--- config.mk ---
export PLATFORM = sky130hd
export DESIGN_NAME = switch_allocator_flat
export DESIGN_NICKNAME = d
export VERILOG_FILES = /design/src/rtl/switch_pkg.sv /design/src/rtl/switch_allocator_if.sv /design/src/rtl/switch_rr_arbiter.sv /design/src/rtl/switch_allocator.sv /design/src/flat_wrapper.sv
export SDC_FILE = /design/constraint.sdc
export NUM_CORES = 1
export LEC_CHECK = 0
export BUFFER_PORTS_ARGS = -buffer_cell sky130_fd_sc_hd__buf_4
export CORE_ASPECT_RATIO = 0.75
export CORE_UTILIZATION = 25
export DETAILED_ROUTE_END_ITERATION = 7
export GPL_ROUTABILITY_DRIVEN = 1
export GPL_TIMING_DRIVEN = 0
export SLEW_MARGIN = 20
export SYNTH_ARGS = -nofsm -noshare
export SYNTH_HDL_FRONTEND = slang
export SYNTH_SLANG_ARGS = --single-unit
--- constraint.sdc ---
create_clock -name clk -period 10.3 [get_ports clk]
set_input_delay 2.06 -clock clk [delete_from_list [all_inputs] [get_ports clk]]
set_output_delay 2.06 -clock clk [all_outputs]
set_load 0.1 [all_outputs]
--- src/rtl/switch_pkg.sv ---
// Shared types and sizing rules for the switch allocation path.
package switch_pkg;

  typedef enum logic {SA_IDLE, SA_BUSY} sa_state_t;

  // Select width for N sources; a single source still gets one bit.
  function automatic int unsigned sel_width(input int unsigned n);
    return $clog2(n) + ((n == 1) ? 1 : 0);
  endfunction

endpackage

--- src/rtl/switch_allocator_if.sv ---
// Allocator-to-crossbar handshake: per-buffer valid in, per-(outport, VC) select/enable out.
interface switch_allocator_if import switch_pkg::*; #(
  parameter int unsigned NUM_BUFFERS  = 4,
  parameter int unsigned NUM_OUTPORTS = 4,
  parameter int unsigned NUM_VCS      = 2
) ();

  localparam int unsigned SELECT_SIZE = sel_width(NUM_BUFFERS);

  logic [NUM_BUFFERS-1:0]                                    valid;
  logic                                                      reg_bank_claim;
  logic [NUM_OUTPORTS-1:0][NUM_VCS-1:0][SELECT_SIZE-1:0]     select;
  logic [NUM_OUTPORTS-1:0][NUM_VCS-1:0]                      enable;

  modport allocator (
    input  valid,
    input  reg_bank_claim,
    output select,
    output enable
  );

  modport datapath (
    output valid,
    output reg_bank_claim,
    input  select,
    input  enable
  );

endinterface

--- src/rtl/switch_rr_arbiter.sv ---
// Combinational round-robin pick: first asserted request at or after ptr, wrapping.
module switch_rr_arbiter import switch_pkg::*; #(
  parameter  int unsigned NUM_REQ = 4,
  localparam int unsigned IDX_W   = sel_width(NUM_REQ)
) (
  input  logic [NUM_REQ-1:0] req,
  input  logic [IDX_W-1:0]   ptr,
  output logic [NUM_REQ-1:0] winner,
  output logic [IDX_W-1:0]   winner_idx,
  output logic               any_valid
);

  always_comb begin
    int unsigned idx;
    logic [IDX_W-1:0] pos;
    idx        = 0;
    pos        = '0;
    winner     = '0;
    winner_idx = '0;
    any_valid  = 1'b0;
    for (int unsigned k = 0; k < NUM_REQ; k++) begin
      // Explicit wrap keeps non-power-of-two request counts correct.
      idx = 32'(ptr) + k;
      if (idx >= NUM_REQ) idx = idx - NUM_REQ;
      pos = IDX_W'(idx);
      if (!any_valid && req[pos]) begin
        any_valid   = 1'b1;
        winner[pos] = 1'b1;
        winner_idx  = pos;
      end
    end
  end

endmodule

--- src/rtl/switch_allocator.sv ---
// Switch allocation: per-(outport, VC) round-robin grant, locked to the winning buffer
// until its valid drops.
module switch_allocator import switch_pkg::*; #(
  parameter int unsigned NUM_BUFFERS  = 4,
  parameter int unsigned NUM_OUTPORTS = 4,
  parameter int unsigned NUM_VCS      = 2
) (
  input  logic                                                      clk,
  input  logic                                                      rst,
  input  logic [NUM_BUFFERS-1:0]                                    req,
  input  logic [NUM_BUFFERS-1:0][sel_width(NUM_OUTPORTS)-1:0]       req_outport,
  input  logic [NUM_BUFFERS-1:0][sel_width(NUM_VCS)-1:0]            req_vc,
  input  logic [NUM_OUTPORTS-1:0][NUM_VCS-1:0]                      credit_avail,
  output logic [NUM_BUFFERS-1:0]                                    grant,
  switch_allocator_if.allocator                                     sa_if
);

  localparam int unsigned SEL_W     = sel_width(NUM_BUFFERS);
  localparam int unsigned OP_W      = sel_width(NUM_OUTPORTS);
  localparam int unsigned VC_W      = sel_width(NUM_VCS);
  localparam int unsigned NUM_PAIRS = NUM_OUTPORTS * NUM_VCS;

  logic [NUM_PAIRS-1:0]                               pair_busy;
  logic [NUM_PAIRS-1:0][SEL_W-1:0]                    pair_owner;
  logic [NUM_PAIRS-1:0][NUM_BUFFERS-1:0]              pair_win;
  logic [NUM_BUFFERS-1:0]                             owned;
  logic [NUM_BUFFERS-1:0]                             grant_d;
  logic [NUM_OUTPORTS-1:0][NUM_VCS-1:0][SEL_W-1:0]    select_w;
  logic [NUM_OUTPORTS-1:0][NUM_VCS-1:0]               enable_w;

  // A buffer holding any pair (including one in its release cycle) may not compete.
  always_comb begin
    owned = '0;
    for (int unsigned p = 0; p < NUM_PAIRS; p++) begin
      if (pair_busy[p]) owned[pair_owner[p]] = 1'b1;
    end
  end

  always_comb begin
    grant_d = '0;
    for (int unsigned p = 0; p < NUM_PAIRS; p++) begin
      grant_d = grant_d | pair_win[p];
    end
  end

  always_ff @(posedge clk) begin
    if (rst) grant <= '0;
    else     grant <= grant_d;
  end

  for (genvar o = 0; o < NUM_OUTPORTS; o++) begin : g_op
    for (genvar v = 0; v < NUM_VCS; v++) begin : g_vc
      localparam int unsigned P = o * NUM_VCS + v;

      sa_state_t              state_q, state_d;
      logic [SEL_W-1:0]       owner_q, owner_d;
      logic [SEL_W-1:0]       ptr_q, ptr_d;
      logic [NUM_BUFFERS-1:0] cand;
      logic [NUM_BUFFERS-1:0] win_oh;
      logic [NUM_BUFFERS-1:0] win_pulse;
      logic [SEL_W-1:0]       win_idx;
      logic                   win_any;

      always_comb begin
        cand = '0;
        for (int unsigned i = 0; i < NUM_BUFFERS; i++) begin
          cand[i] = req[i] && (req_outport[i] == OP_W'(o)) &&
                    (req_vc[i] == VC_W'(v)) && !owned[i];
        end
      end

      switch_rr_arbiter #(.NUM_REQ(NUM_BUFFERS)) u_arb (
        .req        (cand),
        .ptr        (ptr_q),
        .winner     (win_oh),
        .winner_idx (win_idx),
        .any_valid  (win_any)
      );

      always_comb begin
        state_d   = state_q;
        owner_d   = owner_q;
        ptr_d     = ptr_q;
        win_pulse = '0;
        case (state_q)
          SA_IDLE: begin
            if (win_any && !sa_if.reg_bank_claim) begin
              state_d   = SA_BUSY;
              owner_d   = win_idx;
              ptr_d     = (win_idx == SEL_W'(NUM_BUFFERS - 1)) ? '0 : win_idx + 1'b1;
              win_pulse = win_oh;
            end
          end
          SA_BUSY: begin
            if (!sa_if.valid[owner_q]) state_d = SA_IDLE;
          end
          default: state_d = SA_IDLE;
        endcase
      end

      always_ff @(posedge clk) begin
        if (rst) begin
          state_q <= SA_IDLE;
          owner_q <= '0;
          ptr_q   <= '0;
        end else begin
          state_q <= state_d;
          owner_q <= owner_d;
          ptr_q   <= ptr_d;
        end
      end

      assign pair_busy[P]  = (state_q == SA_BUSY);
      assign pair_owner[P] = owner_q;
      assign pair_win[P]   = win_pulse;
      assign select_w[o][v] = (state_q == SA_BUSY) ? owner_q : '0;
      assign enable_w[o][v] = (state_q == SA_BUSY) && sa_if.valid[owner_q] &&
                              credit_avail[o][v] && !sa_if.reg_bank_claim;
    end
  end

  assign sa_if.select = select_w;
  assign sa_if.enable = enable_w;

endmodule

--- src/flat_wrapper.sv ---
// flat-port wrapper written by rule: the top's interface ports become plain ports
module switch_allocator_flat import switch_pkg::*;
#(
  parameter int unsigned NUM_BUFFERS  = 4,
  parameter int unsigned NUM_OUTPORTS = 4,
  parameter int unsigned NUM_VCS      = 2
)
  (clk, rst, req, req_outport, req_vc, credit_avail, grant, sa_if_valid, sa_if_reg_bank_claim, sa_if_select, sa_if_enable);
  switch_allocator_if #(.NUM_BUFFERS(NUM_BUFFERS), .NUM_OUTPORTS(NUM_OUTPORTS), .NUM_VCS(NUM_VCS)) sa_if_i ();
  input  logic clk;
  input  logic rst;
  input  logic [NUM_BUFFERS-1:0] req;
  input  logic [NUM_BUFFERS-1:0][sel_width(NUM_OUTPORTS)-1:0] req_outport;
  input  logic [NUM_BUFFERS-1:0][sel_width(NUM_VCS)-1:0] req_vc;
  input  logic [NUM_OUTPORTS-1:0][NUM_VCS-1:0] credit_avail;
  output logic [NUM_BUFFERS-1:0] grant;
  input wire logic [$bits(sa_if_i.valid)-1:0] sa_if_valid;
  input wire logic [$bits(sa_if_i.reg_bank_claim)-1:0] sa_if_reg_bank_claim;
  output wire logic [$bits(sa_if_i.select)-1:0] sa_if_select;
  output wire logic [$bits(sa_if_i.enable)-1:0] sa_if_enable;
  assign sa_if_i.valid = sa_if_valid;
  assign sa_if_i.reg_bank_claim = sa_if_reg_bank_claim;
  assign sa_if_select = sa_if_i.select;
  assign sa_if_enable = sa_if_i.enable;
  switch_allocator #(.NUM_BUFFERS(NUM_BUFFERS), .NUM_OUTPORTS(NUM_OUTPORTS), .NUM_VCS(NUM_VCS)) u_core (.clk(clk), .rst(rst), .req(req), .req_outport(req_outport), .req_vc(req_vc), .credit_avail(credit_avail), .grant(grant), .sa_if(sa_if_i));
endmodule
==> results by group, run 1 <==
Pwr
  • Reg power frac: 31.9%
  • Switch Pwr: 0.000256 W
  • Leakage: 2.87 nW
  • Logic pwr share: 41.5%
  • Maximum vdd drop: 0.0563 mV
  • Clock power frac: 26.7%
  • Power Density: 80.7 nW/um^2
  • Sw frac: 41.6%
  • Int Power: 0.000360 W

Run status
  • Status: completed

Floorplan
  • Initial Utilization: 25.5%
  • Die area: 27200 sq um
  • # IOs: 59
  • Core Box Area: 26000 sq um
  • Number of placement rows: 51
  • Die Ht: 143 um
  • Chip width: 190 um

STA
  • Slew headroom: 24.6%
  • Slew @ Worst Pin: 1.12 ns
  • Setup violators final: 0
  • Max Slew Vio Count: 0
  • Final Skew: 0.0117 ns
  • RSZ-0062 raised after global routing: no
  • Fin crit share: 54.1%
  • Setup_tns: 0 ns
  • Minimum clock period: 5.57 ns
  • Final hold viol count: 0
  • Max Fclk: 179 MHz

Critical path
  • Data required, critical path: 8.24 ns
  • Worst-path fanout max: 10
  • CP startpoint kind: input pin
  • Critical path class: in -> out
  • Worst Setup End Kind: primary output
  • Arr. time, crit path: 3.51 ns

Logic synthesis
  • Ys flop type: dfxtp_1
  • Synth area leaders: dfxtp_1 (13%), ha_1 (12%), mux4_2 (6.1%)
  • Post-synthesis register bit count: 44
  • Async SR Flop Fraction: 0%
  • Syn Inst Count: 850
  • Cell taking the most area after synthesis: dfxtp_1
  • EDFF count, synth: 0
  • Syn avg cell area: 7.80 sq um
  • Top-area cell type share of the netlist area: 13.3%
  • Syn. warnings: 0
  • Mapped Nets: 947
  • Mapped Area: 6630 sq um
  • Netlist cell types: 85
  • Sequential share of the synthesized area: 13.3%

Clock tree
  • Clk buf depth: 2
  • Htree depth: 2
  • CTS resizes: 0
  • Clock sink count: 44
  • TritonCTS clock tree: done
  • Worst-path clk slew: 0.07 ns
  • Root Buffer: clkbuf_16
  • Worst skew pair latency: 0.30 ns
  • Postcts setup bufs: 0
  • Cts bufs inserted: 5
  • CTS Hold Buffers Added: 0

Place
  • Post-DP HPWL: 20900 um
  • Routability cong.: 0.990
  • Dpl cell area: 7500 sq um
  • Placed Cells: 1251
  • IO Port Bufs: 57

Min path
  • Hold crit path type: reg -> reg

Routing
  • Via density: 5.83
  • Drc violations: 0
  • DRT Pass-1 Iters: 5
  • Vias: 7333
  • DR WL/cell: 20.8 um
  • Total wire length: 26200 um
  • Post-route ant nets: 0
  • Iteration-0 DRC Markers: 1054

Final layout
  • Nets: 1011
  • Final cell count without fillers: 1258
  • Area Overhead vs Synth: 15.3%
  • Area of the multi-input gates: 5460 sq um
  • Register area: 881 sq um
  • Ratio of cells with drive above 1 in the final layout: 15.1%
  • Fill count: 2792
  • Number of diodes: 0
  • Design area: 7640 sq um

Global routing
  • Initial antenna violation count: 1
  • Global-route wire length before repair: 39400 um
  • Largest net degree at the start of global routing: 13
  • Vias in the first global route: 6548
  • Grt ovf: 0
  • Tot GR Track Use: 19.1%

Job
  • MaxCap Viol Count: 0
cells in the mapped netlist (5+ instances only):
library cell and number:
a2111oi_0 8, a211o_1 6, a211oi_1 15, a21o_1 7, a21oi_1 51, a221oi_1 7
a22o_1 11, a22oi_1 12, a2bb2oi_1 5, a311oi_1 6, a31o_2 6, a41oi_1 5
and2_1 18, and3_1 16, and4_1 5, buf_2 5, clkbuf_1 20, dfxtp_1 44
ha_1 66, inv_1 46, mux2_2 10, mux2i_1 19, mux4_2 18, nand2_1 73
nand2b_1 6, nand3_1 28, nand3b_1 6, nand4_1 13, nor2_1 67, nor2b_1 10
nor3_1 35, nor3b_1 12, nor4_1 7, o211a_1 5, o211ai_1 13, o21a_1 7
o21ai_0 36, o22ai_1 6, o41ai_1 5, or2_2 8, or3_1 13, or4_1 10
xnor2_1 8
worst max-delay path, stage by stage:
cell and delay [ns]:
buf_4 0.18, clkbuf_1 0.40, nor3b_1 0.49, buf_4 0.37
path summary, 6_finish.rpt:
path | endpoint | cells past startpoint | slack (ns) | startpoint
setup / recovery | sa_if_enable[6] | 4 | 4.73 | sa_if_reg_bank_claim
hold / removal | u_core.g_op[1].g_vc[0].owner_q[0] | 2 | 0.52 | u_core.g_op[1].g_vc[0].owner_q[0]
setup reg to reg | u_core.grant[1] | 11 | 5.52 | u_core.g_op[0].g_vc[1].owner_q[0]
hold reg to reg | u_core.g_op[1].g_vc[0].owner_q[0] | 2 | 0.52 | u_core.g_op[1].g_vc[0].owner_q[0]
stage by stage:
step	setup WS [ns]	util, %	hold WS, ns	power [W]
2_1_floorplan	3.68	-	0.474	0.000370
3_3_place_gp	4.63	28.8	0.493	0.000446
3_5_place_dp	4.71	28.9	0.507	0.000447
4_1_cts	4.73	29.4	0.518	0.000611
5_1_grt	4.57	29.4	0.557	0.000648
6_report	4.73	29.4	0.521	0.000617
power by group through the flow:
stage	sequential, W	combinational (W)	clock (W)
4_1_cts	0.000196	0.000249	0.000167
3_5_place_dp	0.000200	0.000247	0
5_1_grt	0.000198	0.000277	0.000172
6_report	0.000197	0.000256	0.000164
2_1_floorplan	0.000201	0.000170	0
3_3_place_gp	0.000200	0.000246	0
area by class of cell:
type | instances | area share [%]
repair buffers | 57 | 5.60
inverters | 48 | 2.36
plain buffers | 29 | 1.62
well taps | 344 | 5.63
clock inverters | 1 | 0.0655
multi-input cells | 729 | 71.5
flip-flops and latches | 44 | 11.5
clock buffers | 6 | 1.69
placed cells by master, fill, tap and decap left out, types with 7 or more instances in the layout:
cell,instances
a2111oi_0,7
a211oi_1,15
a21o_1,7
a21oi_1,51
a221oi_1,7
a22o_1,11
a22oi_1,12
and2_1,18
and3_1,16
buf_4,57
clkbuf_1,21
dfxtp_1,44
ha_1,66
inv_1,46
mux2_2,10
mux2i_1,19
mux4_2,18
nand2_1,73
nand3_1,28
nand4_1,13
nor2_1,67
nor2b_1,10
nor3_1,35
nor3b_1,12
o211ai_1,13
o21a_1,7
o21ai_0,36
or2_2,8
or3_1,13
or4_1,10
xnor2_1,8
cells by family (layout without fill, tap and decap cells):
kind of cell | count (synthesis) | after routing | share of synthesized area (%)
AO/OA/AOI/OAI | 256 | 256 | 28.7
XOR/XNOR | 9 | 9 | 1.19
adder cells (fa/ha/maj) | 66 | 66 | 12.5
buffers and inverters | 77 | 141 | 4.59
flip-flops | 44 | 44 | 13.3
multiplexers | 52 | 52 | 12.0
AND/OR/NAND/NOR | 346 | 346 | 27.8
per-layer routing:
layer  vias to the layer above  track usage [%]  wire length, um
met5                         -                0               12
met4                         2             5.65              721
met3                        44             6.07             3090
met2                       374             26.9            10400
met1                      3500             27.2            12000
li1                       3413                -                -
Note: power is estimated with default switching activity, not from simulation.
==> inputs of run 2 (changes only) <==
--- a/config.mk
+++ b/config.mk
@@ -5,6 +5,7 @@
 export SDC_FILE = /design/constraint.sdc
 export NUM_CORES = 1
 export LEC_CHECK = 0
+export ABC_AREA = 1
 export BUFFER_PORTS_ARGS = -buffer_cell sky130_fd_sc_hd__buf_4
 export CORE_ASPECT_RATIO = 0.75
 export CORE_UTILIZATION = 25
==> constraint.sdc (replaced) <==
create_clock -name clk -period 5.6 [get_ports clk]
set_input_delay 1.12 -clock clk [delete_from_list [all_inputs] [get_ports clk]]
set_output_delay 1.12 -clock clk [all_outputs]
set_load 0.1 [all_outputs]
==> results by group, run 2 <==
Place
  • IO Port Bufs: 58
  • Dpl cell area: 8070 sq um
  • Post-DP HPWL: 20800 um
  • Dpl ws: 1.69 ns
  • Routability cong.: 0.945

Clock tree
  • Htree depth: 2
  • TritonCTS clock tree: done
  • CTS resizes: 0
  • Worst-path clk slew: 0.07 ns
  • CTS Hold Buffers Added: 0
  • Postcts setup bufs: 0
  • Clock sink count: 44
  • Cts bufs inserted: 5
  • Root Buffer: clkbuf_16
  • Clk buf depth: 2
  • Worst skew pair latency: 0.31 ns

Logic synthesis
  • Post-synthesis mux area share: 0%
  • Synth Area in XOR/XNOR: 0.368%
  • Mapped Area: 7150 sq um
  • Post-Synth Simple-Gate Area: 55.6%
  • Cell taking the most area after synthesis: nand2_1
  • Synth Area in Compound Gates: 9.40%
  • Synth area leaders: nand2_1 (18%), nand3_1 (16%), dfxtp_1 (12%)
  • Mapped Nets: 1333
  • Top-area cell type share of the netlist area: 18.2%
  • Syn avg cell area: 5.78 sq um
  • Async SR Flop Fraction: 0%
  • Synth Area in Adders: 11.6%
  • Post-synthesis register bit count: 44
  • Ys flop type: dfxtp_1
  • Commonest cells post-synth: nand2_1 (347), nand3_1 (225), inv_1 (107), nor2_1 (102), nand4_1 (74)
  • Netlist cell types: 38
  • Sequential share of the synthesized area: 12.3%
  • Top-count cell post-synth: nand2_1
  • Syn. warnings: 0
  • Syn Inst Count: 1236
  • EDFF count, synth: 0
  • Largest family of logic cells by synthesized area: simple AND/OR/NAND/NOR gates

Run status
  • Status: completed

Global routing
  • Global-route wire length before repair: 41800 um
  • Largest net degree at the start of global routing: 15
  • Initial antenna violation count: 2
  • Vias in the first global route: 7770
  • Tot GR Track Use: 18.2%
  • Grt ovf: 0

STA
  • RSZ-0062 raised after global routing: no
  • Fin crit share: 68.8%
  • Max Fclk: 259 MHz
  • Max Slew Vio Count: 0
  • Worst Slack Setup Final: 1.75 ns
  • Slew @ Worst Pin: 0.920 ns
  • Minimum clock period: 3.85 ns
  • Final hold viol count: 0
  • Final Skew: 0.0115 ns
  • Setup_tns: 0 ns
  • WHS: 0.524 ns
  • Slew headroom: 38.7%
  • Setup violators final: 0

Routing
  • DR WL/cell: 15.8 um
  • Post-route ant nets: 0
  • Via density: 5.09
  • DRT Pass-1 Iters: 5
  • Drc violations: 0
  • Iteration-0 DRC Markers: 766
  • Total wire length: 26700 um
  • Vias: 8581

Critical path
  • Arr. time, crit path: 2.73 ns
  • CP startpoint kind: input pin
  • Critical-path cell with the highest stage delay: clkbuf_1
  • Worst R2R End: u_core.grant[3]
  • Worst Setup End Kind: primary output
  • CP dominant cell by count: buf_4
  • Depth of the most critical reg-to-reg path: 14
  • R2R Path Start: u_core.g_op[1].g_vc[0].ptr_q[0]
  • CP peak stage delay: 0.72 ns
  • CP cell instances: buf_4, inv_1, clkbuf_1, nand2_1, nor2_1, buf_4
  • Worst-path fanout max: 10
  • Data required, critical path: 4.48 ns
  • Critical path class: in -> out
  • Setup slack on the worst flop-to-flop path: 2.13 ns

Pwr
  • Maximum vdd drop: 0.218 mV
  • Leakage: 4.01 nW
  • Power Density: 549 nW/um^2

Min path
  • Hold Crit Endpoint: u_core.g_op[1].g_vc[1].owner_q[1]
  • Min-delay src: u_core.g_op[1].g_vc[1].owner_q[1]
  • Worst hold path depth: 2
  • Hold crit path type: reg -> reg

Final layout
  • Design area: 8240 sq um
  • Nets: 1398
  • Area Overhead vs Synth: 15.3%
  • Ratio of cells with drive above 1 in the final layout: 14.8%
  • Number of diodes: 0
  • Fill count: 3179
  • Most frequent cells in the layout: nand2_1 (347), nand3_1 (225), inv_1 (107)
  • Layout Utilization: 29.4%
  • Most common cell after layout, fill and taps aside: nand2_1

Floorplan
  • Core Box Area: 28100 sq um
  • Chip width: 197 um
  • Die area: 29300 sq um
  • Number of placement rows: 53
  • Initial Utilization: 25.5%
  • # IOs: 59
  • Die Ht: 148 um

Job
  • MaxCap Viol Count: 0
[run 2: cell count changes after synthesis, sizes merged, moves of 16 or more]
cell,previous run,this run
nor2,67,129
and3,16,0
mux2i,23,0
nand3,28,236
mux4,18,0
nand2,73,376
o21ai,36,56
nand4,13,74
nor3,36,3
and2,23,0
inv,47,131
[run 2: how the worst max path moves through the flow]
stage                          from         endpoint  slack [ns]  depth (start not counted)
6_report       sa_if_reg_bank_claim  sa_if_enable[2]        1.75                          6
5_1_grt        sa_if_reg_bank_claim  sa_if_enable[1]        1.54                          6
4_1_cts        sa_if_reg_bank_claim  sa_if_enable[2]        1.68                          6
3_5_place_dp   sa_if_reg_bank_claim  sa_if_enable[2]        1.69                          6
3_3_place_gp   sa_if_reg_bank_claim  sa_if_enable[7]        1.69                          6
2_1_floorplan  sa_if_reg_bank_claim  sa_if_enable[0]        1.63                          4
[run 2: worst max-delay path: cells and delay by family]
kind          cells  cell delay [ns]
buf+inv           4             1.35
simple gates      2             0.25
[run 2: cell families (layout without fill, tap and decap cells)]
family	count (synthesis)	in the layout
xor gates and xnor gates	3	3
AOI/OAI and AO/OA	122	122
and+or+nand+nor	829	829
buffers and inverters	172	238
DFF	44	44
adders and majority gates	66	66
[run 2: metrics by stage]
step / power [W] / cells
after floorplan: 0.00324 / 1236
after global placement: 0.00404 / 1679
after detailed placement: 0.00406 / 1679
after CTS: 0.00445 / 1687
after global routing: 0.00497 / 1687
final: 0.00452 / 1687
[run 2: final cells by class]
type | count | area [sq um] | area share (%)
repair buffers | 58 | 435 | 5.28
multi-input cells | 1020 | 5500 | 66.7
flip-flops and latches | 44 | 881 | 10.7
inverters | 138 | 520 | 6.31
plain buffers | 34 | 249 | 3.02
well taps | 385 | 482 | 5.84
clock inverters | 2 | 38.8 | 0.470
clock buffers | 6 | 139 | 1.68
[run 2: metal layers]
metal,wire length (um),global-route usage [%],part of all wire [%],up-vias
met5,13,0,0.049,-
met4,497,4.50,1.9,2
met3,2670,4.67,10,35
met2,11100,26.6,41,360
met1,12500,26.3,47,3927
li1,-,-,-,4257
[run 2: power breakdown]
part | leakage (nW) | internal (W) | switching (W)
Combinational | 3.56 | 0.00106 | 0.00244
Clock | 0.0871 | 0.000224 | 0.000153
Sequential | 0.360 | 0.000435 | 0.000211
